==> config.mk <==
export PLATFORM = sky130hd
export DESIGN_NAME = cfg_shadow_port_arbiter
export DESIGN_NICKNAME = d
export VERILOG_FILES = /design/src/rtl/cfg_shadow_pkg.sv /design/src/rtl/cfg_shadow_starve_ctr.sv /design/src/rtl/cfg_shadow_port_arbiter.sv
export SDC_FILE = /design/constraint.sdc
export NUM_CORES = 1
export LEC_CHECK = 0
export ABC_AREA = 1
export ABC_CLOCK_PERIOD_IN_PS = 1600
export CAP_MARGIN = 5
export CORE_MARGIN = 2
export CORE_UTILIZATION = 45
export DETAILED_ROUTE_END_ITERATION = 10
export PLACE_DENSITY = 0.77
export SLEW_MARGIN = 20
export SYNTH_ARGS = -nofsm -noshare
export SYNTH_HDL_FRONTEND = slang
export SYNTH_SLANG_ARGS = --single-unit
export TNS_END_PERCENT = 50
==> constraint.sdc <==
create_clock -name clk -period 1.6 [get_ports clk]
set_input_delay 0.16 -clock clk [delete_from_list [all_inputs] [get_ports clk]]
set_output_delay 0.16 -clock clk [all_outputs]
set_load 0.005 [all_outputs]
==> src/rtl/cfg_shadow_pkg.sv <==
// cfg_shadow_pkg: shared types for the cfg shadow BRAM arbiter.
// FSM states, pending cfg request bundle and byte-merge helper.
package cfg_shadow_pkg;

  typedef enum logic [2:0] {
    IDLE,
    CFG_RD,
    CFG_RMW_RD,
    CFG_RMW_WR,
    HOST_RD,
    RSP
  } state_t;

  localparam int REG_W  = 10;
  localparam int FUNC_W = 4;

  localparam logic [3:0] FULL_BE = 4'hF;

  typedef struct packed {
    logic              is_write;
    logic [REG_W-1:0]  addr;
    logic [FUNC_W-1:0] func;
    logic [31:0]       wdata;
    logic [3:0]        be;
  } cfg_req_t;

  function automatic logic [31:0] be_merge(
    input logic [31:0] old_w,
    input logic [31:0] new_w,
    input logic [3:0]  be
  );
    logic [31:0] r;
    r = old_w;
    for (int i = 0; i < 4; i++) begin
      if (be[i]) r[i*8 +: 8] = new_w[i*8 +: 8];
    end
    return r;
  endfunction

endpackage

==> src/rtl/cfg_shadow_starve_ctr.sv <==
// cfg_shadow_starve_ctr: counts host wait cycles, saturating at LIMIT.
// force_o requests host priority once the limit is reached.
module cfg_shadow_starve_ctr #(
  parameter int LIMIT = 4
) (
  input  logic clk,
  input  logic reset,
  input  logic wait_i,
  input  logic grant_i,
  output logic force_o
);

  localparam int CW = (LIMIT < 1) ? 1 : $clog2(LIMIT + 1);
  localparam logic [CW-1:0] LIM = CW'(LIMIT);

  logic [CW-1:0] cnt_q, cnt_d;

  // next count: clear on grant, else step while waiting
  always_comb begin
    cnt_d = cnt_q;
    if (grant_i) begin
      cnt_d = '0;
    end else if (wait_i && (cnt_q != LIM)) begin
      cnt_d = cnt_q + CW'(1);
    end
  end

  // counter register
  always_ff @(posedge clk) begin
    if (reset) cnt_q <= '0;
    else       cnt_q <= cnt_d;
  end

  assign force_o = (cnt_q == LIM);

endmodule

==> src/rtl/cfg_shadow_port_arbiter.sv <==
// cfg_shadow_port_arbiter: shares the shadow cfg BRAM between cfg_ext and host CSR.
// Define CFG_SHADOW_STATS_EN to add saturating activity counters.
module cfg_shadow_port_arbiter
  import cfg_shadow_pkg::*;
#(
  parameter int ADDR_W            = 10,
  parameter int FUNC_NUM          = 0,
  parameter int HOST_STARVE_LIMIT = 4
) (
  input  logic              clk,
  input  logic              reset,
  input  logic              cfg_ext_read_received,
  input  logic              cfg_ext_write_received,
  input  logic [9:0]        cfg_ext_register_number,
  input  logic [3:0]        cfg_ext_function_number,
  input  logic [31:0]       cfg_ext_write_data,
  input  logic [3:0]        cfg_ext_write_byte_enable,
  output logic [31:0]       cfg_ext_read_data,
  output logic              cfg_ext_read_data_valid,
  input  logic              host_req_valid,
  output logic              host_req_ready,
  input  logic              host_req_write,
  input  logic [11:0]       host_req_addr,
  input  logic [31:0]       host_req_wdata,
  output logic              host_rsp_valid,
  output logic [31:0]       host_rsp_rdata,
  output logic              bram_en,
  output logic              bram_we,
  output logic [ADDR_W-1:0] bram_addr,
  output logic [31:0]       bram_wdata,
  input  logic [31:0]       bram_rdata,
  output logic              cfg_overrun
`ifdef CFG_SHADOW_STATS_EN
  ,
  output logic [15:0]       stat_cfg_rd,
  output logic [15:0]       stat_cfg_wr,
  output logic [15:0]       stat_host_stall
`endif
);

  state_t            state_q, state_d;
  cfg_req_t          pend_q, pend_d;
  cfg_req_t          cur_q, cur_d;
  logic              pend_vld_q, pend_vld_d;
  logic              rsp_host_q, rsp_host_d;
  logic              rd_zero_q, rd_zero_d;
  logic              ovr_q, ovr_d;
  logic              cfg_vld_q, cfg_vld_d;
  logic [31:0]       cfg_data_q, cfg_data_d;
  logic              hrsp_vld_q, hrsp_vld_d;
  logic [31:0]       hrsp_data_q, hrsp_data_d;
  logic              en_q, en_d;
  logic              we_q, we_d;
  logic [ADDR_W-1:0] addr_q, addr_d;
  logic [31:0]       wdata_q, wdata_d;

  logic              starve_force;
  logic              host_sel;
  logic              host_hs;
  logic              host_wait;
  logic              take;
  logic              func_ok;
  logic              pend_full;
  logic              pend_nz;
  logic              cfg_pulse;
  logic [ADDR_W-1:0] host_word;
  logic [ADDR_W-1:0] pend_word;
  logic [ADDR_W-1:0] cur_word;

  assign host_word = ADDR_W'(host_req_addr[11:2]);
  assign pend_word = ADDR_W'(pend_q.addr);
  assign cur_word  = ADDR_W'(cur_q.addr);

  assign func_ok   = (pend_q.func == FUNC_W'(FUNC_NUM));
  assign pend_full = (pend_q.be == FULL_BE);
  assign pend_nz   = |pend_q.be;
  assign cfg_pulse = cfg_ext_read_received | cfg_ext_write_received;

  // host wins IDLE only with no cfg pending or once starved
  assign host_sel  = host_req_valid & (~pend_vld_q | starve_force);
  assign host_req_ready = (state_q == IDLE) & host_sel;
  assign host_hs   = host_req_valid & host_req_ready;
  assign host_wait = host_req_valid & ~host_req_ready;
  assign take      = (state_q == IDLE) & pend_vld_q & ~host_sel;

  cfg_shadow_starve_ctr #(
    .LIMIT   (HOST_STARVE_LIMIT)
  ) u_starve (
    .clk     (clk),
    .reset   (reset),
    .wait_i  (host_wait),
    .grant_i (host_hs),
    .force_o (starve_force)
  );

  // pending slot: latest pulse wins, write beats simultaneous read
  always_comb begin
    pend_d     = pend_q;
    pend_vld_d = pend_vld_q;
    ovr_d      = ovr_q;
    if (take) pend_vld_d = 1'b0;
    if (cfg_pulse) begin
      pend_vld_d      = 1'b1;
      pend_d.is_write = cfg_ext_write_received;
      pend_d.addr     = cfg_ext_register_number;
      pend_d.func     = cfg_ext_function_number;
      pend_d.wdata    = cfg_ext_write_data;
      pend_d.be       = cfg_ext_write_byte_enable;
      if (pend_vld_q && !take) ovr_d = 1'b1;
    end
  end

  // FSM next state and registered BRAM / response outputs
  always_comb begin
    state_d     = state_q;
    cur_d       = cur_q;
    rsp_host_d  = rsp_host_q;
    rd_zero_d   = rd_zero_q;
    cfg_vld_d   = 1'b0;
    cfg_data_d  = cfg_data_q;
    hrsp_vld_d  = 1'b0;
    hrsp_data_d = hrsp_data_q;
    en_d        = 1'b0;
    we_d        = 1'b0;
    addr_d      = addr_q;
    wdata_d     = wdata_q;
    unique case (state_q)
      IDLE: begin
        if (host_hs) begin
          en_d   = 1'b1;
          addr_d = host_word;
          if (host_req_write) begin
            we_d    = 1'b1;
            wdata_d = host_req_wdata;
          end else begin
            rsp_host_d = 1'b1;
            state_d    = HOST_RD;
          end
        end else if (take) begin
          cur_d = pend_q;
          if (!pend_q.is_write) begin
            rsp_host_d = 1'b0;
            rd_zero_d  = ~func_ok;
            state_d    = CFG_RD;
            if (func_ok) begin
              en_d   = 1'b1;
              addr_d = pend_word;
            end
          end else if (func_ok && pend_full) begin
            en_d    = 1'b1;
            we_d    = 1'b1;
            addr_d  = pend_word;
            wdata_d = pend_q.wdata;
          end else if (func_ok && pend_nz) begin
            en_d    = 1'b1;
            addr_d  = pend_word;
            state_d = CFG_RMW_RD;
          end
        end
      end
      CFG_RD:     state_d = RSP;
      HOST_RD:    state_d = RSP;
      CFG_RMW_RD: state_d = CFG_RMW_WR;
      CFG_RMW_WR: begin
        en_d    = 1'b1;
        we_d    = 1'b1;
        addr_d  = cur_word;
        wdata_d = be_merge(bram_rdata, cur_q.wdata, cur_q.be);
        state_d = IDLE;
      end
      RSP: begin
        if (rsp_host_q) begin
          hrsp_vld_d  = 1'b1;
          hrsp_data_d = bram_rdata;
        end else begin
          cfg_vld_d  = 1'b1;
          cfg_data_d = rd_zero_q ? 32'h0 : bram_rdata;
        end
        state_d = IDLE;
      end
      default: state_d = IDLE;
    endcase
  end

  // state and output registers; reset aborts any in-flight op
  always_ff @(posedge clk) begin
    if (reset) begin
      state_q     <= IDLE;
      pend_q      <= '0;
      pend_vld_q  <= 1'b0;
      cur_q       <= '0;
      rsp_host_q  <= 1'b0;
      rd_zero_q   <= 1'b0;
      ovr_q       <= 1'b0;
      cfg_vld_q   <= 1'b0;
      cfg_data_q  <= '0;
      hrsp_vld_q  <= 1'b0;
      hrsp_data_q <= '0;
      en_q        <= 1'b0;
      we_q        <= 1'b0;
      addr_q      <= '0;
      wdata_q     <= '0;
    end else begin
      state_q     <= state_d;
      pend_q      <= pend_d;
      pend_vld_q  <= pend_vld_d;
      cur_q       <= cur_d;
      rsp_host_q  <= rsp_host_d;
      rd_zero_q   <= rd_zero_d;
      ovr_q       <= ovr_d;
      cfg_vld_q   <= cfg_vld_d;
      cfg_data_q  <= cfg_data_d;
      hrsp_vld_q  <= hrsp_vld_d;
      hrsp_data_q <= hrsp_data_d;
      en_q        <= en_d;
      we_q        <= we_d;
      addr_q      <= addr_d;
      wdata_q     <= wdata_d;
    end
  end

  assign cfg_ext_read_data       = cfg_data_q;
  assign cfg_ext_read_data_valid = cfg_vld_q;
  assign host_rsp_valid          = hrsp_vld_q;
  assign host_rsp_rdata          = hrsp_data_q;
  assign bram_en                 = en_q;
  assign bram_we                 = we_q;
  assign bram_addr               = addr_q;
  assign bram_wdata              = wdata_q;
  assign cfg_overrun             = ovr_q;

  logic unused_bits;
  assign unused_bits = ^{host_req_addr[1:0], cur_q.is_write, cur_q.func};

`ifdef CFG_SHADOW_STATS_EN
  logic [15:0] st_rd_q, st_rd_d;
  logic [15:0] st_wr_q, st_wr_d;
  logic [15:0] st_stall_q, st_stall_d;
  logic        rd_done;
  logic        wr_done;

  // saturating counts of finished cfg ops and host wait cycles
  always_comb begin
    rd_done = (state_q == RSP) & ~rsp_host_q;
    wr_done = (state_q == CFG_RMW_WR) |
              (take & pend_q.is_write & pend_nz &
               (pend_full | ~func_ok));
    st_rd_d    = st_rd_q;
    st_wr_d    = st_wr_q;
    st_stall_d = st_stall_q;
    if (rd_done && st_rd_q != 16'hFFFF)      st_rd_d    = st_rd_q + 16'd1;
    if (wr_done && st_wr_q != 16'hFFFF)      st_wr_d    = st_wr_q + 16'd1;
    if (host_wait && st_stall_q != 16'hFFFF) st_stall_d = st_stall_q + 16'd1;
  end

  // statistics registers
  always_ff @(posedge clk) begin
    if (reset) begin
      st_rd_q    <= '0;
      st_wr_q    <= '0;
      st_stall_q <= '0;
    end else begin
      st_rd_q    <= st_rd_d;
      st_wr_q    <= st_wr_d;
      st_stall_q <= st_stall_d;
    end
  end

  assign stat_cfg_rd     = st_rd_q;
  assign stat_cfg_wr     = st_wr_q;
  assign stat_host_stall = st_stall_q;
`endif

endmodule

* Yosys cells after proc, flatten, opt, wreduce, memory -nomap -nowiden
Cells that the tools add are included.
Cells by class: add/sub/neg operators 1, equality and inequality tests 19, reductions and logical operators 23, bitwise gates (word level) 16, muxes and demuxes 46
Operators by type and width (number):
- 32-bit two-way mux | 6
- 32-bit case mux with 2 select lines | 1
- 10-bit two-way mux | 6
- 8-bit two-way mux | 4
- 10-bit case mux with 2 select lines | 1
- 1-bit two-way mux | 19
- 3-bit two-way mux | 6
- 4-bit AND reduction | 4
- 3-bit inequality test, second input constant | 5
- 3-bit == test, second input constant | 3
- 3-bit case mux with 3 select lines | 1
- 4-bit inequality test, second input constant | 2
- 1-bit inverter | 8
- 1-bit AND | 6
- 3-bit by 2-bit == test with 1-bit output, second input constant | 2
- 2-bit AND reduction | 3
- 2-bit nonzero test | 3
- 2-bit OR reduction | 3
- 5-bit by 3-bit inequality test with 1-bit output, second input constant | 1
- 5-bit AND reduction | 1
- 4-bit == test, second input constant | 1
- 1-bit logical AND | 4
- 4-bit zero test | 1
- 4-bit by 3-bit inequality test with 1-bit output, second input constant | 1
- other kinds (11) | 13
Storage, ports and cells: flip-flop bits (word level) 217, input bits 132

* Depth between registers and ports, before layout
Gate-level depths: netlist of the first run.
word-level depth 8, gate-level depth with buffers 12, gate-level depth less buffers 11

* Hierarchy
From an unflattened synthesis of the first run, not the netlist that was laid out.
Unflattened totals: cell total of the unflattened synthesis 1303, area, all modules 9187.6 um^2
Modules (own cells, without submodules):
- cfg_shadow_port_arbiter | cells an instance 1276, times used 1, area each 9012.4 um^2
- cfg_shadow_starve_ctr | cells an instance 27, times used 1, area each 175.2 um^2

* Worst setup path before layout of the first run
No wires, ideal clock.
kind flip-flop to flip-flop, from register u_starve.cnt_q[0], to register wdata_q[10], in the netlist bram_wdata[10], stages on the path, launching flop included 12, data arrival time 1486 ps, buffers on the path 1, slack 2 ps, cells stage by stage dfxtp_1 inv_1 ha_1 nand2_1 nand2_1 nand2_1 nor2_1 nor2_4 buf_2 nand3_1 nor2_1 nor2_1
Between the ends: word-level cells in the longest chain between the ends 7, elaborated cells on any way between the ends 14
RTL lines:
- start, declared | line cfg_shadow_starve_ctr.sv:16 | logic [CW-1:0] cnt_q, cnt_d;
- start signal, assigned | line cfg_shadow_starve_ctr.sv:31 | else cnt_q <= cnt_d;
- 3-bit == test * | line cfg_shadow_starve_ctr.sv:34 | assign force_o = (cnt_q == LIM);
- 1-bit OR * | line cfg_shadow_port_arbiter.sv:80 | assign host_sel = host_req_valid & (~pend_vld_q | starve_force);
- 1-bit AND * | line cfg_shadow_port_arbiter.sv:80
- 1-bit AND / 1-bit inverter (equally long branches) | line cfg_shadow_port_arbiter.sv:81, cfg_shadow_port_arbiter.sv:84
- 1-bit AND (on tied branches) | line cfg_shadow_port_arbiter.sv:82, cfg_shadow_port_arbiter.sv:84
- 3-bit by 2-bit inequality test with 1-bit output (no line) (tied with other cells)
- 5-bit AND reduction (no line) / 32-bit case mux with 2 select lines (equally long branches)
- end signal, assigned | line cfg_shadow_port_arbiter.sv:218 | wdata_q <= wdata_d;
- end, declared | line cfg_shadow_port_arbiter.sv:55 | logic [31:0] wdata_q, wdata_d;
Mark *: on every way between the ends. The rest lies on a longest branch, timed or not. A chain may end at the register's enable or synchronous reset.

* Worst setup path in the final report of the first run
from register u_starve.cnt_q[0], to register wdata_q[6], in the netlist bram_wdata[6]
The elaborated chain is that of the path after synthesis.

==> results by group, run 1 <==
Timing
  – Setup violators final: 90
  – Final setup slack of the worst path: -0.178 ns
  – Unrepaired setup endpoints after global routing: true
  – Slew at the pin with the worst max-slew slack: 0.571 ns
  – Rel. slew slack: 0.619
  – Maximum clock rate: 0.562 GHz
  – Hold Vio Cnt, Final: 0
  – Final Skew: 0.00601 ns
  – Final Critical Period: 1.78 ns
  – Total count of max-transition violations in the final report: 0
  – Setup_tns: -9.19 ns
  – Share of the cycle needed by the critical path after routing: 1.11

Yosys
  – Count of unique library cells instantiated by Yosys: 26
  – Per-instance average area after synthesis: 6.86 um^2
  – Yosys synthesis warning count: 0
  – Cells after Synth: 1391
  – Number of nets in the synthesized netlist: 1525
  – Register area share after synthesis: 0.455
  – Mapped cell area: 0.00955 mm^2
  – Total of flip-flops plus latches after synthesis: 217

Worst setup path
  – R2r startpoint: u_starve.cnt_q[0]
  – Slowest cell on the critical path: sky130_fd_sc_hd__dfxtp_2
  – Most frequent CP cell: sky130_fd_sc_hd__nand2_4
  – Max incr delay on CP: 0.33 ns
  – Worst-path cell chain: inv_2 > ha_4 > nand2_4 > nand2_4 > nand2_4 > buf_6 > nor2_4 > nor2_4 > buf_12 > nand2_8 > clkbuf_16 > nand2_1 > nand2_1 > nor2_1
  – Critical path required time: 2.03 ns
  – End of the worst register-to-register path: bram_wdata[6]
  – Setup crit end kind: register
  – Number of buffers and inverters on the critical path: 4
  – Reg2Reg Depth: 14
  – Worst R2R Setup Slack: -0.18 ns
  – Start-to-end type of the worst setup path: reg -> reg
  – Critical path depth in cells: 14
  – Arrival time at the worst endpoint: 2.21 ns
  – Launching element type of the critical path: register
  – Top delay family on crit path: simple AND/OR/NAND/NOR gates
  – Highest fanout seen on the critical path: 7

Layout
  – Fin util: 0.674
  – Antenna diode count: 0
  – Area growth syn-to-layout: 47.5%
  – Post-layout net count: 1770
  – Fraction of final layout cells with drive strength greater than 1: 0.142

Routing
  – Average wire per standard cell: 16.2 um
  – Post-DR vias/cell: 5.24
  – Via Count: 10100
  – Post-detailed-route DRC marker count: 0
  – Antenna Violating Nets Remaining: 0
  – DRC violation total after the first TritonRoute iteration: 833
  – DR pass1 iterations: 5
  – Overall routed net length: 31200 um

CTS
  – Root buf cell: sky130_fd_sc_hd__clkbuf_16
  – Source-to-sink clock delay at the later pin of the worst-skew pair: 0.49 ns
  – Maximum number of buffers from clock root to sink: 3
  – CTS tree: built
  – Hold Buf Count CTS: 0
  – Total clock buffers created by CTS: 23
  – Total number of clock tree sinks: 217
  – Clock-pin transition on the worst setup and hold timing paths: 0.06 ns
  – H-tree depth: 1

Place
  – Global placement routability congestion: 0.885
  – I/O Buffers: 241
  – Half-perimeter wire length after placement: 20600 um

Floorplan
  – Die X-Extent: 150 um
  – Area of the die: 0.0224 mm^2
  – Boundary Pins: 244
  – Initial cell density of the core: 0.457
  – Site row count: 53
  – Floorplan die height: 150 um
  – CORE AREA: 0.0209 mm^2

Power
  – Leakage Power: 5.88 nW
  – Power density relative to cell area: 1270 mW/mm^2
  – Worst vdd rail ir drop: 0.687 mV

Hold path
  – Path class of the lowest-slack min-delay path: in -> reg
  – Hold wc startpoint: reset
  – Instance count along the most critical hold path: 4
  – End point of the most critical hold path: bram_wdata[26]

Global route
  – Largest net degree at the start of global routing: 57
  – Initial antenna violation count: 0
  – Global-route met3 utilization: 0.0360
  – Global routing usage on met2: 0.411
  – Global-route usage over all layers: 0.252
  – First-pass GRT wire length: 45500 um
  – Met1 Resource Use GR: 0.348
  – Busiest layer in global routing: met2
  – Via count of the first global-routing pass: 8756
  – Remaining global-route overflow: 0

Run status
  – Failing checks: negative setup slack
  – Outcome: finished, violations left

Job
  – Maximum Capacitance Violations: 0
## cells in the final DEF (no fill, tap or decap), types with 2 or more instances in the layout
cell type and instances:
sky130_fd_sc_hd__buf_8 2, sky130_fd_sc_hd__o21ai_1 20, sky130_fd_sc_hd__buf_4 39, sky130_fd_sc_hd__nand2_2 28, sky130_fd_sc_hd__a21oi_2 4, sky130_fd_sc_hd__o211ai_1 2
sky130_fd_sc_hd__bufinv_16 3, sky130_fd_sc_hd__nand3b_1 2, sky130_fd_sc_hd__buf_16 2, sky130_fd_sc_hd__dfxtp_2 2, sky130_fd_sc_hd__buf_2 2, sky130_fd_sc_hd__o31ai_1 28
sky130_fd_sc_hd__clkbuf_16 31, sky130_fd_sc_hd__clkinv_2 6, sky130_fd_sc_hd__clkdlybuf4s50_1 238, sky130_fd_sc_hd__o21ai_0 132, sky130_fd_sc_hd__a21oi_1 65, sky130_fd_sc_hd__o21bai_1 10
sky130_fd_sc_hd__clkbuf_8 5, sky130_fd_sc_hd__o31ai_2 3, sky130_fd_sc_hd__buf_12 19, sky130_fd_sc_hd__clkbuf_1 3, sky130_fd_sc_hd__nor2_2 28, sky130_fd_sc_hd__nand3_1 131
sky130_fd_sc_hd__nand3_2 2, sky130_fd_sc_hd__nor2_4 15, sky130_fd_sc_hd__inv_2 7, sky130_fd_sc_hd__inv_1 115, sky130_fd_sc_hd__o21ai_2 12, sky130_fd_sc_hd__nand2_1 184
sky130_fd_sc_hd__dfxtp_1 215, sky130_fd_sc_hd__buf_6 8, sky130_fd_sc_hd__nand2_4 10, sky130_fd_sc_hd__nor2_1 268
## worst max-delay path by stage
stage,startpoint,endpoint,slack [ns]
finish,u_starve.cnt_q[0],bram_wdata[6],-0.18
global route,u_starve.cnt_q[1],bram_wdata[8],-0.26
CTS,u_starve.cnt_q[1],host_req_ready,-0.07
detailed placement,host_req_valid,bram_wdata[23],-0.23
global placement,host_req_valid,bram_wdata[23],-0.21
floorplan,u_starve.cnt_q[0],bram_wdata[10],0.002
## per-stage QoR
stage	power [mW]	area (um^2)	setup WS, ns	std cells	hold WS, ns
3_5_place_dp	11.2	12400	-0.235	1862	0.449
6_report	17.9	14100	-0.178	1926	0.119
4_1_cts	17.0	13500	-0.0668	1913	0.0999
5_1_grt	18.7	14100	-0.265	1926	0.134
2_1_floorplan	9.06	9550	0.00234	1391	0.277
3_3_place_gp	11.1	12400	-0.207	1862	0.440
## tightest hold or removal path: stages
cell and delay (ns):
sky130_fd_sc_hd__buf_2 0.11, sky130_fd_sc_hd__inv_4 0.14, sky130_fd_sc_hd__nand2_1 0.11, sky130_fd_sc_hd__nor2_1 0.03
## layer usage
metal	up-vias	share of wire
li1	4949	-
met1	4640	0.42
met2	439	0.47
met3	68	0.082
met4	0	0.030
met5	-	0
## synthesized netlist by cell type
cell type                  number  area [um^2]
sky130_fd_sc_hd__inv_1        118          443
sky130_fd_sc_hd__o21ai_0      155          776
sky130_fd_sc_hd__nand3_1      133          666
sky130_fd_sc_hd__nor2_4         3         33.8
sky130_fd_sc_hd__o211ai_1       2         15.0
sky130_fd_sc_hd__nor2_2         3         18.8
sky130_fd_sc_hd__o21a_1         1         7.51
sky130_fd_sc_hd__a21oi_1       69          345
sky130_fd_sc_hd__ha_1           2         25.0
sky130_fd_sc_hd__o21ai_1       10         50.1
sky130_fd_sc_hd__nand2_1      219          822
sky130_fd_sc_hd__inv_2          5         18.8
sky130_fd_sc_hd__buf_1          9         33.8
sky130_fd_sc_hd__buf_4          4         30.0
sky130_fd_sc_hd__clkinv_1       2         7.51
sky130_fd_sc_hd__o21bai_1      10         75.1
sky130_fd_sc_hd__nand3_4        1         17.5
sky130_fd_sc_hd__buf_2         21          105
sky130_fd_sc_hd__nand2_2        3         18.8
sky130_fd_sc_hd__nand3b_1       2         15.0
sky130_fd_sc_hd__o31ai_1       31          233
sky130_fd_sc_hd__dfxtp_1      217         4340
sky130_fd_sc_hd__clkbuf_1      59          221
sky130_fd_sc_hd__nand2_4        1         11.3
sky130_fd_sc_hd__nor2_1       305         1140
sky130_fd_sc_hd__buf_6          6         67.6
## flip-flops by register name, summed over array words and instances (netlist names), 10 cells and up
| name | flops |
|---|---|
| pend_q | 41 |
| cfg_ext_read_data | 32 |
| bram_addr | 10 |
| cur_word | 10 |
| pend_word | 10 |
| bram_wdata | 32 |
| host_rsp_rdata | 32 |
| cur_q | 36 |
## report_power, final
| part | internal [mW] | switching [mW] | total (mW) |
|---|---|---|---|
| clock | 3.34 | 2.13 | 5.47 |
| sequential | 6.08 | 0.513 | 6.59 |
| combinational | 2.83 | 2.98 | 5.81 |
| total | 12.2 | 5.62 | 17.9 |
## logic make-up after synthesis
group,synth area share
fa+ha+maj,0.00262
compound gates,0.157
flops,0.455
simple gates,0.288
buf+inv,0.0971
## area by class of cell
class / instances / area [um^2]
timing repair buffer: 319 / 3450
clock buffer: 31 / 656
inverter: 125 / 477
tap: 275 / 344
sequential: 217 / 4350
multi-input combinational: 950 / 4680
fill: 1734 / 6810
clock inverter: 9 / 120
## timing repair
item                       in CTS  in global routing
gates resized for setup        80                 92
setup endpoints to repair     100                104
cloned                          3                 10
pin swaps                       6                 48
buffers inserted                8                  5
Power figures use the tool's default switching activity.
==> inputs of run 2 (changes only) <==
CORE_MARGIN = unset   (was 2)
CTS_CLUSTER_DIAMETER = 40   (was unset)
==> results by group, run 2 (synthesized netlist as in run 1, its figures left out) <==
Layout
  – Most frequent standard cell in the layout excluding fill and tap cells: sky130_fd_sc_hd__nor2_1
  – Regs by FF count: pend_q x41, cur_q x36
  – Flip-flop count of the largest register, all copies and words added: 41
  – Post-layout net count: 1775
  – Most frequent cells in the layout: sky130_fd_sc_hd__nor2_1 (261), sky130_fd_sc_hd__clkdlybuf4s50_1 (226), sky130_fd_sc_hd__dfxtp_1 (211)
  – Filler instances: 1606
  – Register with the most flip-flops: pend_q
  – Sequential cell area: 0.00435 mm^2
  – Fraction of final layout cells with drive strength greater than 1: 0.147
  – Area growth syn-to-layout: 50.9%
  – Area used by multi-input combinational logic: 0.00473 mm^2
  – Finished layout cell area: 0.0144 mm^2

Routing
  – Post-DR vias/cell: 5.27
  – Average wire per standard cell: 16.6 um
  – Wire length on met3: 3140 um
  – Antenna Violating Nets Remaining: 0
  – Topmost layer with routed signal wires: met5
  – Total routed wire length on the met1 layer: 12900 um
  – DR pass1 iterations: 7
  – Overall routed net length: 32100 um
  – Via Count: 10200
  – DRC violation total after the first TritonRoute iteration: 810
  – Post-detailed-route DRC marker count: 0
  – Met2 routed wirelength: 15000 um

Power
  – Leakage Power: 6.16 nW
  – Power density relative to cell area: 1300 mW/mm^2
  – Worst vdd rail ir drop: 0.741 mV
  – Total design power: 18.7 mW

Timing
  – Unrepaired setup endpoints after global routing: true
  – Maximum clock rate: 0.570 GHz
  – Rel. slew slack: 0.589
  – Hold Vio Cnt, Final: 0
  – Total count of max-transition violations in the final report: 0
  – Share of the cycle needed by the critical path after routing: 1.10
  – Final Skew: 0.0253 ns
  – Setup_tns: -7.22 ns
  – Setup violators final: 78
  – Slew at the pin with the worst max-slew slack: 0.616 ns
  – Final Critical Period: 1.75 ns
  – Final setup slack of the worst path: -0.155 ns

Worst setup path
  – Worst-path cell chain: inv_2 > ha_4 > nand2_4 > nand2_4 > nand2_4 > buf_6 > nor2_4 > nor2_4 > buf_12 > nand2_8 > clkbuf_16 > nand2_1 > nand2_1 > nor2_1
  – Slowest cell on the critical path: sky130_fd_sc_hd__dfxtp_2
  – Arrival time at the worst endpoint: 2.21 ns
  – Highest fanout seen on the critical path: 6
  – Start-to-end type of the worst setup path: reg -> reg
  – Max incr delay on CP: 0.33 ns
  – Setup crit end kind: register
  – Launching element type of the critical path: register
  – Most frequent CP cell: sky130_fd_sc_hd__nand2_4
  – Critical path required time: 2.06 ns

Place
  – Half-perimeter wire length after placement: 20400 um
  – Placement-stage cell area: 0.0124 mm^2
  – Global placement routability congestion: 0.910
  – Worst-case setup slack after placement: -0.207 ns
  – I/O Buffers: 241

CTS
  – H-tree depth: 1
  – Maximum number of buffers from clock root to sink: 3
  – Root buf cell: sky130_fd_sc_hd__clkbuf_16
  – CTS tree: built
  – Total clock buffers created by CTS: 29
  – Source-to-sink clock delay at the later pin of the worst-skew pair: 0.55 ns
  – Clock-pin transition on the worst setup and hold timing paths: 0.06 ns
  – Total number of clock tree sinks: 217

Global route
  – Remaining global-route overflow: 0
  – Via count of the first global-routing pass: 9194
  – Global-route usage over all layers: 0.266
  – Initial antenna violation count: 6
  – Largest net degree at the start of global routing: 56
  – First-pass GRT wire length: 46900 um

Floorplan
  – CORE AREA: 0.0205 mm^2
  – Initial cell density of the core: 0.466
  – Die X-Extent: 148 um
  – Area of the die: 0.0218 mm^2
  – Site row count: 52
  – Boundary Pins: 244
  – Floorplan die height: 148 um

Run status
  – Outcome: finished, violations left
  – Failing checks: negative setup slack

Hold path
  – Path class of the lowest-slack min-delay path: in -> reg

Job
  – Maximum Capacitance Violations: 0
## run 2: path summary, 6_finish.rpt
path	start	endpoint	slack, ns	cells past startpoint
max	u_starve.cnt_q[0]	bram_wdata[6]	-0.15	14
min reg2reg	host_rsp_rdata[4]	host_rsp_rdata[4]	0.46	2
min	reset	bram_wdata[21]	0.08	4
max reg2reg	u_starve.cnt_q[0]	bram_wdata[6]	-0.15	14
## run 2: repair_timing
item | in CTS | in global routing
gates resized for setup | 84 | 122
hold buffers | 0 | 0
buffers inserted | 11 | 2
pin swaps | 17 | 27
endpoints found under the setup margin | 100 | 145
gates cloned | 4 | 9
## run 2: worst max-delay path: cells and delay by family, from the launching register on
family,cells,cell delay [ns]
buffers and inverters,4,0.51
DFF,1,0.33
adders and majority gates,1,0.16
and+or+nand+nor,9,0.65
## run 2: area by class of cell
class,instances,area share
diodes,3,0.000521
clock buffers,37,0.0573
clock inverters,17,0.0102
inverters,125,0.0333
multi-input cells,950,0.328
flip-flops and latches,217,0.302
well taps,270,0.0235
repair buffers,318,0.245
## run 2: per-layer routing
layer	GRT usage	vias to the layer above
li1	-	4959
met1	0.340	4658
met2	0.442	497
met3	0.0673	86
met4	0.0753	6
met5	0	-
## run 2: through the flow
step,instances,util,hold slack (ns)
3_5_place_dp,1859,0.607,0.448
4_1_cts,1928,0.678,0.0658
6_report,1937,0.703,0.0788
2_1_floorplan,1391,-,0.277
3_3_place_gp,1859,0.607,0.439
5_1_grt,1934,0.702,0.0966
## run 2: power breakdown
part | internal (mW) | switching [mW]
clock | 3.83 | 2.52
sequential | 6.08 | 0.510
combinational | 2.75 | 2.97
==> edit, RTL diff (settings of run 2) <==
Put one more register stage on the output `cfg_overrun`. The value now appears one clock later. The other outputs are not delayed to match.
--- a/src/rtl/cfg_shadow_port_arbiter.sv
+++ b/src/rtl/cfg_shadow_port_arbiter.sv
@@ -228,5 +228,7 @@
   assign bram_addr               = addr_q;
   assign bram_wdata              = wdata_q;
-  assign cfg_overrun             = ovr_q;
+  always_ff @(posedge clk) begin
+    cfg_overrun <= ovr_q;
+  end
 
   logic unused_bits;
Formal check against the unedited RTL: not equivalent (a bounded check fails within 4 cycles, from zero or initial values and one cycle with reset high).
==> edit against run 2 <==
The flow still finishes with violations (setup timing); synthesized area is 0.21% higher; sequential cell count is 1 higher; routed wire length is 4.9% lower; core utilization is 2.6 points lower; critical path type is now reg2out; critical path depth is 7 lower; largest power group is now clock; clock power is 9.4% higher; final area is 3.4% lower; hold slack worse by 8.7 ps; power is 0.16% lower; count of clock-buffer cells in the layout is 1 higher; setup slack better by 57 ps.
==> edit: results (changes against run 2) <==
flop2flop setup slack=-80 ps (+70 ps); Lkg Pwr=6.23 nW (+1.1%); Reg-to-Reg End=cur_q[18]$_SDFFE_PP0P_; post-DP HPWL=20.4 mm (about the same); largest net degree at the start of global routing=46 (-18%); Metal-1 WL=13.2 mm (+2.5%); Mapped Nets=1526 (+0.066%); Setup crit start=u_starve.cnt_q[1]$_SDFFE_PP0P_; syn_area_per_cell=6.87 sq um (+0.14%); clock buffer count=38 (+2.7%); maximum vdd ir drop=0.000875 V (+18%); length of routed met3 wiring=2.37 mm (-25%); Area contributors post-synth=dfxtp_1 46%, nor2_1 12%, nand2_1 8.6%, o21ai_0 8.1%, nand3_1 7.0%; first-pass GRT wire length=46.4 mm (-1.1%); layout cells sized above 1=10.5% (-4.3 points); Seq/total area=31.5% (+1.3 points); switching power=0.00564 W (-6.2%); hold path startpoint=reset; nets=1765 (-0.56%); initial antenna violation count=4 (-2); DP Worst Slack=-252 ps (-44.9 ps); WP data arrival=1540 ps (-670 ps); sequential share of the synthesized area=45.6% (+0.11 points); Min-Delay Endpoint=bram_wdata[18]$_SDFFE_PP0P_; Vias per Instance=5.17 (-2.0%); Critical Path Sink=host_req_ready; Reg2Reg Depth=11 (-3); status=complete, but fails checks; Clock Sinks=218 (+0.46%); multi-input combinational area share=31.6% (-1.3 points); Post-CTS Setup Bufs=2 (-9); vias in the first global route=9080 (-1.2%); gpl congestion=0.894 (-1.7%); post-CTS sizing=45 (-46%); Non-clock buffering overhead=23.4% (-1.1 points); Post-synth top cells=305 x nor2_1, 219 x nand2_1, 218 x dfxtp_1; fillers=1728 (+7.6%); Root Driver=clkbuf_16; Clock buf/inv share=7.66% (+0.91 points); Buffers excl. clock=306 (-3.8%); clk_skew=23.4 ps (-1.87 ps); all-layer global routing usage=26.3% (-0.27 points); iteration-0 DRC count of the detailed router=704 (-13%); per-cell routed wire length=15.9 um (-4.3%); endpoints failing setup=56 (-28%); diode count=2 (-1); Slew @ Worst Pin=586 ps (-29.8 ps); drt first pass iters=6 (-1); number of placed instances, taps included=1857 (-0.11%); final worst slack=-98.0 ps (+56.6 ps); CTS Buf Count=30 (+3.4%); violated checks=setup timing
==> edit: cell count changes in the layout (fill, tap and decap cells not counted), moves of 9 or more <==
cell	before	now
clkdlybuf4s50_1	226	214
nand2_1	204	213
nor2_1	261	297
nor2_2	18	6
nor2_4	32	8
o21ai_1	18	32
==> edit: kinds of logic (layout without fill, tap and decap cells) <==
family,Yosys count,in the layout,share of synthesized area (%)
adders and majority gates,2,2,0.262
AOI/OAI and AO/OA,278,278,15.7
and+or+nand+nor,670,670,28.7
DFF,218,218,45.6
other,0,2,0
buffers and inverters,224,486,9.69
==> edit: through the flow <==
stage          util (%)  hold slack (ps)  power (W)  cell area [sq um]  setup TNS, ps
2_1_floorplan         -              277    0.00909               9570              0
3_3_place_gp       60.4              369     0.0111              12400         -12110
3_5_place_dp       60.4              363     0.0112              12400         -17060
4_1_cts            66.1             49.6     0.0182              13600           -289
5_1_grt            67.6             79.5     0.0195              13900          -8760
6_report           67.7             70.1     0.0186              13900          -1360
==> edit: routing by layer <==
metal  up-vias  GRT usage (%)
li1       4935              -
met1      4497           35.0
met2       445           42.5
met3        69           5.62
met4         4           8.30
met5         -              0
==> edit: worst max-delay path, stage by stage (launching register included) <==
cell and delay (ps):
dfxtp_2 320, inv_2 70, ha_4 140, nand2_4 60, nand2_4 70, nand2_4 80, nor2_4 140, buf_6 120
==> edit: power groups by stage <==
stage                     clock, W  combinational, W  sequential [W]
after global placement           0           0.00444         0.00665
after detailed placement         0           0.00452         0.00666
after global routing       0.00730           0.00559         0.00666
after floorplan                  0           0.00255         0.00654
after CTS                  0.00702           0.00462         0.00656
final                      0.00696           0.00510         0.00658
